**config.mk**
```make
export PLATFORM = sky130hd
export DESIGN_NAME = seq_multiplier_32bit
export DESIGN_NICKNAME = d
export VERILOG_FILES = /design/src/rtl/seq_multiplier_32bit.sv
export SDC_FILE = /design/constraint.sdc
export NUM_CORES = 1
export LEC_CHECK = 0
export CORE_MARGIN = 10
export CORE_UTILIZATION = 25
export CTS_CLUSTER_SIZE = 40
export DETAILED_ROUTE_END_ITERATION = 16
export HOLD_SLACK_MARGIN = 0.12
export PLACE_DENSITY = 0.46
export SLEW_MARGIN = 15
export SYNTH_ARGS = -nofsm -noshare
export SYNTH_HDL_FRONTEND = slang
export SYNTH_SLANG_ARGS = --single-unit
```
**constraint.sdc**
```tcl
create_clock -name clk -period 2.8 [get_ports clk]
set_clock_uncertainty 0.1 [all_clocks]
set_input_delay 0.28 -clock clk [delete_from_list [all_inputs] [get_ports clk]]
set_output_delay 0.28 -clock clk [all_outputs]
set_load 0.02 [all_outputs]
```
**src/rtl/seq_multiplier_32bit.sv**
```systemverilog
// Unsigned shift-add multiplier: one conditional add and right shift per clock,
// WIDTH steps per operation, result held until the next accepted start.
module seq_multiplier_32bit #(
    parameter int WIDTH = 32
) (
    input  logic               clk,
    input  logic               reset,
    input  logic               start,
    input  logic [WIDTH-1:0]   a,
    input  logic [WIDTH-1:0]   b,
    output logic [2*WIDTH-1:0] product,
    output logic               busy,
    output logic               done
);

    localparam int CW = $clog2(WIDTH) + 1;

    typedef enum logic [1:0] {
        IDLE = 2'd0,
        RUN  = 2'd1,
        DONE = 2'd2
    } state_t;

    state_t           state, state_next;
    logic [WIDTH-1:0] mcand;
    logic [WIDTH-1:0] mplier;
    logic [CW-1:0]    count;
    logic             last_step;
    logic [WIDTH:0]   sum;

    assign last_step = (count == CW'(WIDTH - 1));

    // Upper-half add keeps its carry so the shift can bring it into the MSB.
    assign sum = {1'b0, product[2*WIDTH-1:WIDTH]}
               + {1'b0, (mplier[0] ? mcand : {WIDTH{1'b0}})};

    always_ff @(posedge clk) begin
        if (reset) begin
            state <= IDLE;
        end else begin
            state <= state_next;
        end
    end

    always_comb begin
        state_next = state;
        busy       = 1'b0;
        done       = 1'b0;
        unique case (state)
            IDLE: begin
                if (start) begin
                    state_next = RUN;
                end
            end
            RUN: begin
                busy = 1'b1;
                if (last_step) begin
                    state_next = DONE;
                end
            end
            DONE: begin
                done       = 1'b1;
                state_next = IDLE;
            end
            default: begin
                state_next = IDLE;
            end
        endcase
    end

    always_ff @(posedge clk) begin
        if (reset) begin
            product <= '0;
            mcand   <= '0;
            mplier  <= '0;
            count   <= '0;
        end else begin
            unique case (state)
                IDLE: begin
                    if (start) begin
                        mcand   <= a;
                        mplier  <= b;
                        product <= '0;
                        count   <= '0;
                    end
                end
                RUN: begin
                    product <= {sum, product[WIDTH-1:1]};
                    mplier  <= mplier >> 1;
                    count   <= count + 1'b1;
                end
                default: begin
                end
            endcase
        end
    end

endmodule

```
==> summary.txt, run 1 <==
Setup path
  • R2r endpoint: product[61]
  • Crit path cell chain: and2_4 > ha_4 > inv_2 > fa_2 > and2b_2 > o2111ai_4 > a2111oi_4 > o31ai_4 > o31ai_4 > or3_1 > a31oi_1
  • Critical Path RT: ~3 ns
  • Crit. Startpoint: mplier[0]
  • CP max stage delay: approximately 0.43 ns
  • Crit path max-delay family: compound AO/OA/AOI/OAI gates
  • Critical path data arrival time: around 2.9 ns
  • Worst Setup Path Type: flop to flop
  • CP Buf/Inv Count: 1
  • Worst setup SP type: flop
  • Worst Setup End Kind: flop
  • R2R depth: 11
  • CP dominant cell by count: o31ai_4
  • CP max FO: 3
  • Reg-to-reg slack, setup: 0.09 ns
  • Reg2reg start: mplier[0]
  • CP max stage cell: a2111oi_4

Min path
  • Hold Path Stages: 3
  • Hold Startpoint: a[13]
  • Hold worst-path end: mcand[13]
  • Worst min-delay path class: input port to flop

Floorplanning
  • Die Height: ~190 um
  • Core area: around 0.027 mm2
  • Die W: between 150 and 200 um
  • I/O Pins: between 100 and 150
  • Die ar.: around 0.035 mm2
  • Row Count: 60
  • Starting density of the core: roughly 26%

Logic synthesis
  • Syn_nets: 981
  • Post-synth cell types: 66
  • Post-synthesis sequential area ratio: between 30% and 40%
  • Ys async rst share: 0%
  • EDFF count, synth: 0
  • #FFs+latches synth: 136
  • Synth Cell Area: a little under 0.007 mm2
  • Mapped Avg Cell Area: just under 8 um2
  • Synth warn: 0
  • Top_reg_cell synth: dfxtp_1
  • Synth Instances: just under 900

Final layout
  • Most frequent cells in the layout: 158 x nor2_1, 135 x dfxtp_1, 131 x clkdlybuf4s50_1, 113 x nand2_1, 90 x buf_4
  • Fin area: 0.0102 mm2
  • Core Util, Final: a little under two fifths
  • Share of cells above drive strength 1: 15.9%
  • Synth-to-Final Area Change: 46.9%
  • Fin nets: 1183
  • Filler cells: around 2.9k
  • Ant. Diodes: 0
  • Most common cell after layout, fill and taps aside: nor2_1

Routing
  • Via density: ~4.6
  • Post-route ant nets: 0
  • Remaining DRCs: 0
  • Final WL: roughly 23000 um
  • Routed len/inst: approximately 16 um
  • DRT Pass-1 Iters: 5
  • Total number of vias: approximately 6.8k
  • First-iteration detailed-routing DRC count: about 320

Timing
  • Fin. Hold Viols: 0
  • Max Slew Vio Count: 0
  • Slew headroom: between 40% and 50%
  • Fin crit share: 96.9%
  • Final setup vio count: 0
  • Max Clock Freq: 369 MHz
  • RSZ-0062 raised after global routing: yes
  • Final Critical Period: roughly 2.7 ns
  • Slew @ Worst Pin: 0.853 ns

Pwr
  • Cell area power density: around 500 mW/mm2
  • P_int: 0.00362 W
  • Clk network pwr share: 47.4%
  • Switch share: 27.0%
  • LEAKAGE: 4.10 nW
  • Comb power frac: between 10% and 20%
  • VDD IR max: 0.408 mV
  • Sequential fraction of design power: roughly two fifths
  • Switching pwr: between 0.001 and 0.0015 W

Placement
  • DP HPWL: about 17000 um
  • PortBufs: 132
  • Placed standard-cell area: approximately 0.0091 mm2
  • Final GP Congestion: around 0.84

Clock network
  • H-Tree Depth: 4
  • Clock transition at path regs: roughly 0.070 ns
  • Skew-Pair Late Insertion Delay: approximately 0.43 ns
  • CTS sink cnt: 136
  • Cts bufs inserted: 17
  • CTS root buffer: clkbuf_16
  • Max clock buf depth: 2
  • CTS tree: done

Run
  • Number of max-cap violations: 0

Global route
  • GR Overflow Total: 0
  • Global-route wire length before repair: between 30000 and 40000 um
  • Initial antenna violation count: 0
  • GRT Util Overall: between 10% and 20%
  • Largest net degree at the start of global routing: 66
  • Vias in the first global route: roughly 6.8k

Status
  • Outcome: finished, final reports clean
[synthesized netlist by cell type, drive strengths merged, types with 4 or more instances]
| cell type | count | share of area [%] |
|---|---|---|
| o31ai | 6 | 0.79 |
| xor2 | 8 | 1.0 |
| ha | 33 | 5.9 |
| and3 | 6 | 0.54 |
| nand4 | 7 | 0.63 |
| or3 | 7 | 0.63 |
| nand3 | 13 | 0.94 |
| o211ai | 4 | 0.43 |
| nor3 | 10 | 0.72 |
| nor2 | 160 | 8.6 |
| a22oi | 41 | 4.4 |
| o21ai | 34 | 2.5 |
| and2 | 35 | 3.2 |
| clkbuf | 48 | 2.8 |
| nand2 | 116 | 6.3 |
| o21bai | 6 | 0.65 |
| dfxtp | 136 | 39 |
| buf | 9 | 0.76 |
| xnor2 | 15 | 1.9 |
| o21a | 4 | 0.43 |
| a21oi | 72 | 5.6 |
| a21o | 20 | 2.2 |
| inv | 10 | 0.54 |
| nor4 | 31 | 2.8 |
| nand2b | 4 | 0.47 |
[sequential cells by signal (all words and copies together), names as in the netlist]
name / cells
mcand: 32
product: 64
mplier: 32
state: 2
count: 6
[cell families (layout without fill, tap and decap cells)]
logic type      Yosys count  in the layout  synth area share [%]
flops                   136            136                  39.2
mux                       2              2                 0.288
buf+inv                  67            282                  4.05
simple gates            403            403                  26.2
fa+ha+maj                34             34                  6.23
compound gates          215            215                  21.1
xor+xnor                 23             23                  2.90
[layer usage]
layer / vias up / part of all wire (%) / global-route usage (%)
met5: - / 0 / 0
met4: 0 / 0.89 / 2.85
met3: 13 / 6.0 / 4.45
met1: 3131 / 47 / 16.7
met2: 134 / 46 / 20.7
li1: 3490 / - / -
[worst min-delay path: cells and delay by family]
| family | cells | cell delay, ns |
|---|---|---|
| buf+inv | 1 | 0.40 |
| simple gates | 1 | 0.06 |
| compound gates | 1 | 0.05 |
[worst max-delay path by stage]
stage	cells past startpoint	endpoint	slack, ns
6_report	11	product[61]	0.09
5_1_grt	11	product[61]	-0.07
4_1_cts	11	product[53]	-0.05
3_5_place_dp	11	product[61]	-0.11
3_3_place_gp	11	product[61]	-0.03
2_1_floorplan	10	product[54]	0.05
[power groups by stage]
stage / combinational, W / clock (W) / sequential [W]
final: 0.000542 / 0.00235 / 0.00206
after global routing: 0.000604 / 0.00252 / 0.00207
after floorplan: 0.000287 / 0 / 0.00210
after global placement: 0.000520 / 0 / 0.00210
after detailed placement: 0.000521 / 0 / 0.00211
after CTS: 0.000544 / 0.00242 / 0.00206
[layout make-up]
| cell class | instances | area [um2] | area share, % |
|---|---|---|---|
| multi-input cells | 677 | 4170 | 40.9 |
| flip-flops and latches | 136 | 2730 | 26.7 |
| repair buffers | 240 | 2200 | 21.6 |
| well taps | 372 | 465 | 4.56 |
| clock buffers | 17 | 425 | 4.17 |
| clock inverters | 15 | 181 | 1.78 |
| inverters | 10 | 37.5 | 0.368 |
[what timing repair did]
action,4_1_cts,5_1_grt
endpoints found under the setup margin,8,19
pin swaps,7,15
hold buffers,15,0
setup buffers,4,5
endpoints found under the hold margin,15,0
resized for setup,11,35
[metrics by stage]
| step | setup slack, ns | instances | hold WS, ns | power, W | setup TNS, ns |
|---|---|---|---|---|---|
| 2_1_floorplan | 0.0540 | 880 | 0.316 | 0.00238 | 0 |
| 3_3_place_gp | -0.0283 | 1411 | 0.342 | 0.00262 | -0.0619 |
| 3_5_place_dp | -0.110 | 1411 | 0.344 | 0.00263 | -0.463 |
| 4_1_cts | -0.0462 | 1462 | 0.283 | 0.00503 | -0.160 |
| 5_1_grt | -0.0703 | 1467 | 0.286 | 0.00520 | -0.176 |
| 6_report | 0.0867 | 1467 | 0.302 | 0.00495 | 0 |
Note: power is estimated with default switching activity, not from simulation.
==> run 2, diff against run 1 <==
--- a/config.mk
+++ b/config.mk
@@ -5,12 +5,14 @@
 export SDC_FILE = /design/constraint.sdc
 export NUM_CORES = 1
 export LEC_CHECK = 0
+export ABC_CLOCK_PERIOD_IN_PS = 2800
 export CORE_MARGIN = 10
 export CORE_UTILIZATION = 25
 export CTS_CLUSTER_SIZE = 40
 export DETAILED_ROUTE_END_ITERATION = 16
 export HOLD_SLACK_MARGIN = 0.12
 export PLACE_DENSITY = 0.46
+export SKIP_CTS_REPAIR_TIMING = 1
 export SLEW_MARGIN = 15
 export SYNTH_ARGS = -nofsm -noshare
 export SYNTH_HDL_FRONTEND = slang
==> summary.txt, run 2 (synthesis results as in run 1) <==
Placement
  • Worst slack, placed: -0.110 ns (unchanged)
  • Placed standard-cell area: 0.00915 mm2 (unchanged)
  • DP Cell Count: 1411 (unchanged)
  • PortBufs: 132 (unchanged)
  • Final GP Congestion: 0.840 (unchanged)
  • DP HPWL: 16700 um (unchanged)

Clock network
  • Clock transition at path regs: 0.07 ns (about the same)
  • CTS sink cnt: 136 (unchanged)
  • CTS tree: done
  • Max clock buf depth: 2 (unchanged)
  • H-Tree Depth: 4 (unchanged)
  • Skew-Pair Late Insertion Delay: 0.43 ns (about the same)
  • Cts bufs inserted: 17 (unchanged)
  • CTS root buffer: clkbuf_16

Setup path
  • Reg-to-reg slack, setup: 0.01 ns (-0.07 ns)
  • CP max FO: 3 (unchanged)
  • Critical path data arrival time: 3.05 ns (+0.16 ns)
  • Worst Setup End Kind: flop
  • Worst setup SP type: flop
  • Worst Setup Path Type: flop to flop
  • Critical Path RT: 3.06 ns (+0.08 ns)

Status
  • Outcome: finished, final reports clean

Routing
  • Via density: 4.62 (+0.22%)
  • DRT Pass-1 Iters: 4 (-1)
  • Final WL: 22800 um (-1.4%)
  • Post-route ant nets: 0 (unchanged)
  • Total number of vias: 6709 (-0.87%)
  • First-iteration detailed-routing DRC count: 344 (+8.9%)
  • Remaining DRCs: 0 (unchanged)
  • Routed len/inst: 15.7 um (-0.26%)

Timing
  • Final Critical Period: 2.79 ns (+0.0748 ns)
  • Slew headroom: 42.2% (-0.96 points)
  • RSZ-0062 raised after global routing: yes
  • Fin crit share: 99.6% (+2.7 points)
  • Max Clock Freq: 359 MHz (-2.7%)
  • Max Slew Vio Count: 0 (unchanged)
  • Final setup vio count: 0 (unchanged)
  • Slew @ Worst Pin: 0.868 ns (+0.0144 ns)
  • Fin. Hold Viols: 0 (unchanged)
  • Fin worst setup slack: 0.0119 ns (-0.0748 ns)
  • WHS: 0.302 ns (-0.000149 ns)

Pwr
  • Final Power: 0.00494 W (-0.39%)
  • Cell area power density: 491 mW/mm2 (+1.1%)
  • LEAKAGE: 4.00 nW (-2.4%)
  • VDD IR max: 0.406 mV (-0.39%)

Final layout
  • Filler cells: 2889 (+0.35%)
  • Max reg flops: 64 (unchanged)
  • Share of cells above drive strength 1: 16.1% (+0.24 points)
  • Fin nets: 1167 (-1.4%)
  • Ant. Diodes: 0 (unchanged)
  • Synth-to-Final Area Change: 44.7%
  • Final Instance Count excl. Fillers: 1451 (-1.1%)
  • Largest Register: product
  • Most common cell after layout, fill and taps aside: nor2_1
  • Most frequent cells in the layout: 158 x nor2_1, 135 x dfxtp_1, 131 x clkdlybuf4s50_1, 113 x nand2_1, 88 x buf_4
  • Regs by FF count: product x64, mcand x32, mplier x32
  • Fin area: 0.0101 mm2 (-1.5%)

Global route
  • Global-route wire length before repair: 37000 um (-1.6%)
  • Largest net degree at the start of global routing: 66 (unchanged)
  • GR Overflow Total: 0 (unchanged)
  • GRT Util Overall: 12.9% (-0.19 points)
  • Vias in the first global route: 6705 (-1.9%)
  • Initial antenna violation count: 0 (unchanged)

Floorplanning
  • Die ar.: 0.0349 mm2 (unchanged)
  • Core area: 0.0272 mm2 (unchanged)
  • I/O Pins: 133 (unchanged)
  • Starting density of the core: 25.6% (unchanged)
  • Row Count: 60 (unchanged)
  • Die Height: 187 um (unchanged)
  • Die W: 187 um (unchanged)

Run
  • Number of max-cap violations: 0 (unchanged)

Min path
  • Worst min-delay path class: input port to flop
run 2: where the power goes:
part / leakage [nW] / switching, W / total [W] / internal [W]
Clock: 0.299 / 0.000992 / 0.00235 / 0.00136
Combinational: 2.60 / 0.000295 / 0.000525 / 0.000230
Sequential: 1.11 / 0.0000462 / 0.00206 / 0.00202
Total: 4.00 / 0.00133 / 0.00494 / 0.00360
run 2: path summary, 6_finish.rpt:
kind         startpoint     endpoint  depth (start not counted)
max           mplier[0]  product[63]                         13
min               a[13]    mcand[13]                          3
max reg2reg   mplier[0]  product[63]                         13
min reg2reg   mcand[26]    mcand[26]                          2
run 2: area by class of cell:
class	count	area, um2	area share [%]
inverter	10	37.5	0.373
tap	372	465	4.63
timing repair buffer	224	2040	20.3
sequential	136	2730	27.1
clock buffer	17	425	4.23
clock inverter	15	181	1.80
multi-input combinational	677	4180	41.5
run 2: through the flow:
stage,TNS (ns),utilization (%)
4_1_cts,-0.652,35.9
3_3_place_gp,-0.0619,33.7
5_1_grt,-0.741,37.0
6_report,0,37.0
2_1_floorplan,0,-
3_5_place_dp,-0.463,33.7
run 2: metal layers:
layer / GRT usage (%) / wire length [um] / vias to the layer above
met5: 0 / 0 / -
met4: 2.85 / 206 / 0
met3: 4.45 / 1180 / 15
met2: 20.4 / 10400 / 116
met1: 16.5 / 11000 / 3113
li1: - / - / 3465
run 2: critical path: stages (launching register included):
cell,delay (ns)
dfxtp_4,0.36
and2_4,0.14
ha_4,0.12
inv_2,0.03
fa_2,0.33
and2b_2,0.25
o2111ai_4,0.13
buf_4,0.16
buf_4,0.13
a2111o_1,0.41
nand3_2,0.11
nand2b_1,0.08
o31a_1,0.25
o21ai_1,0.11
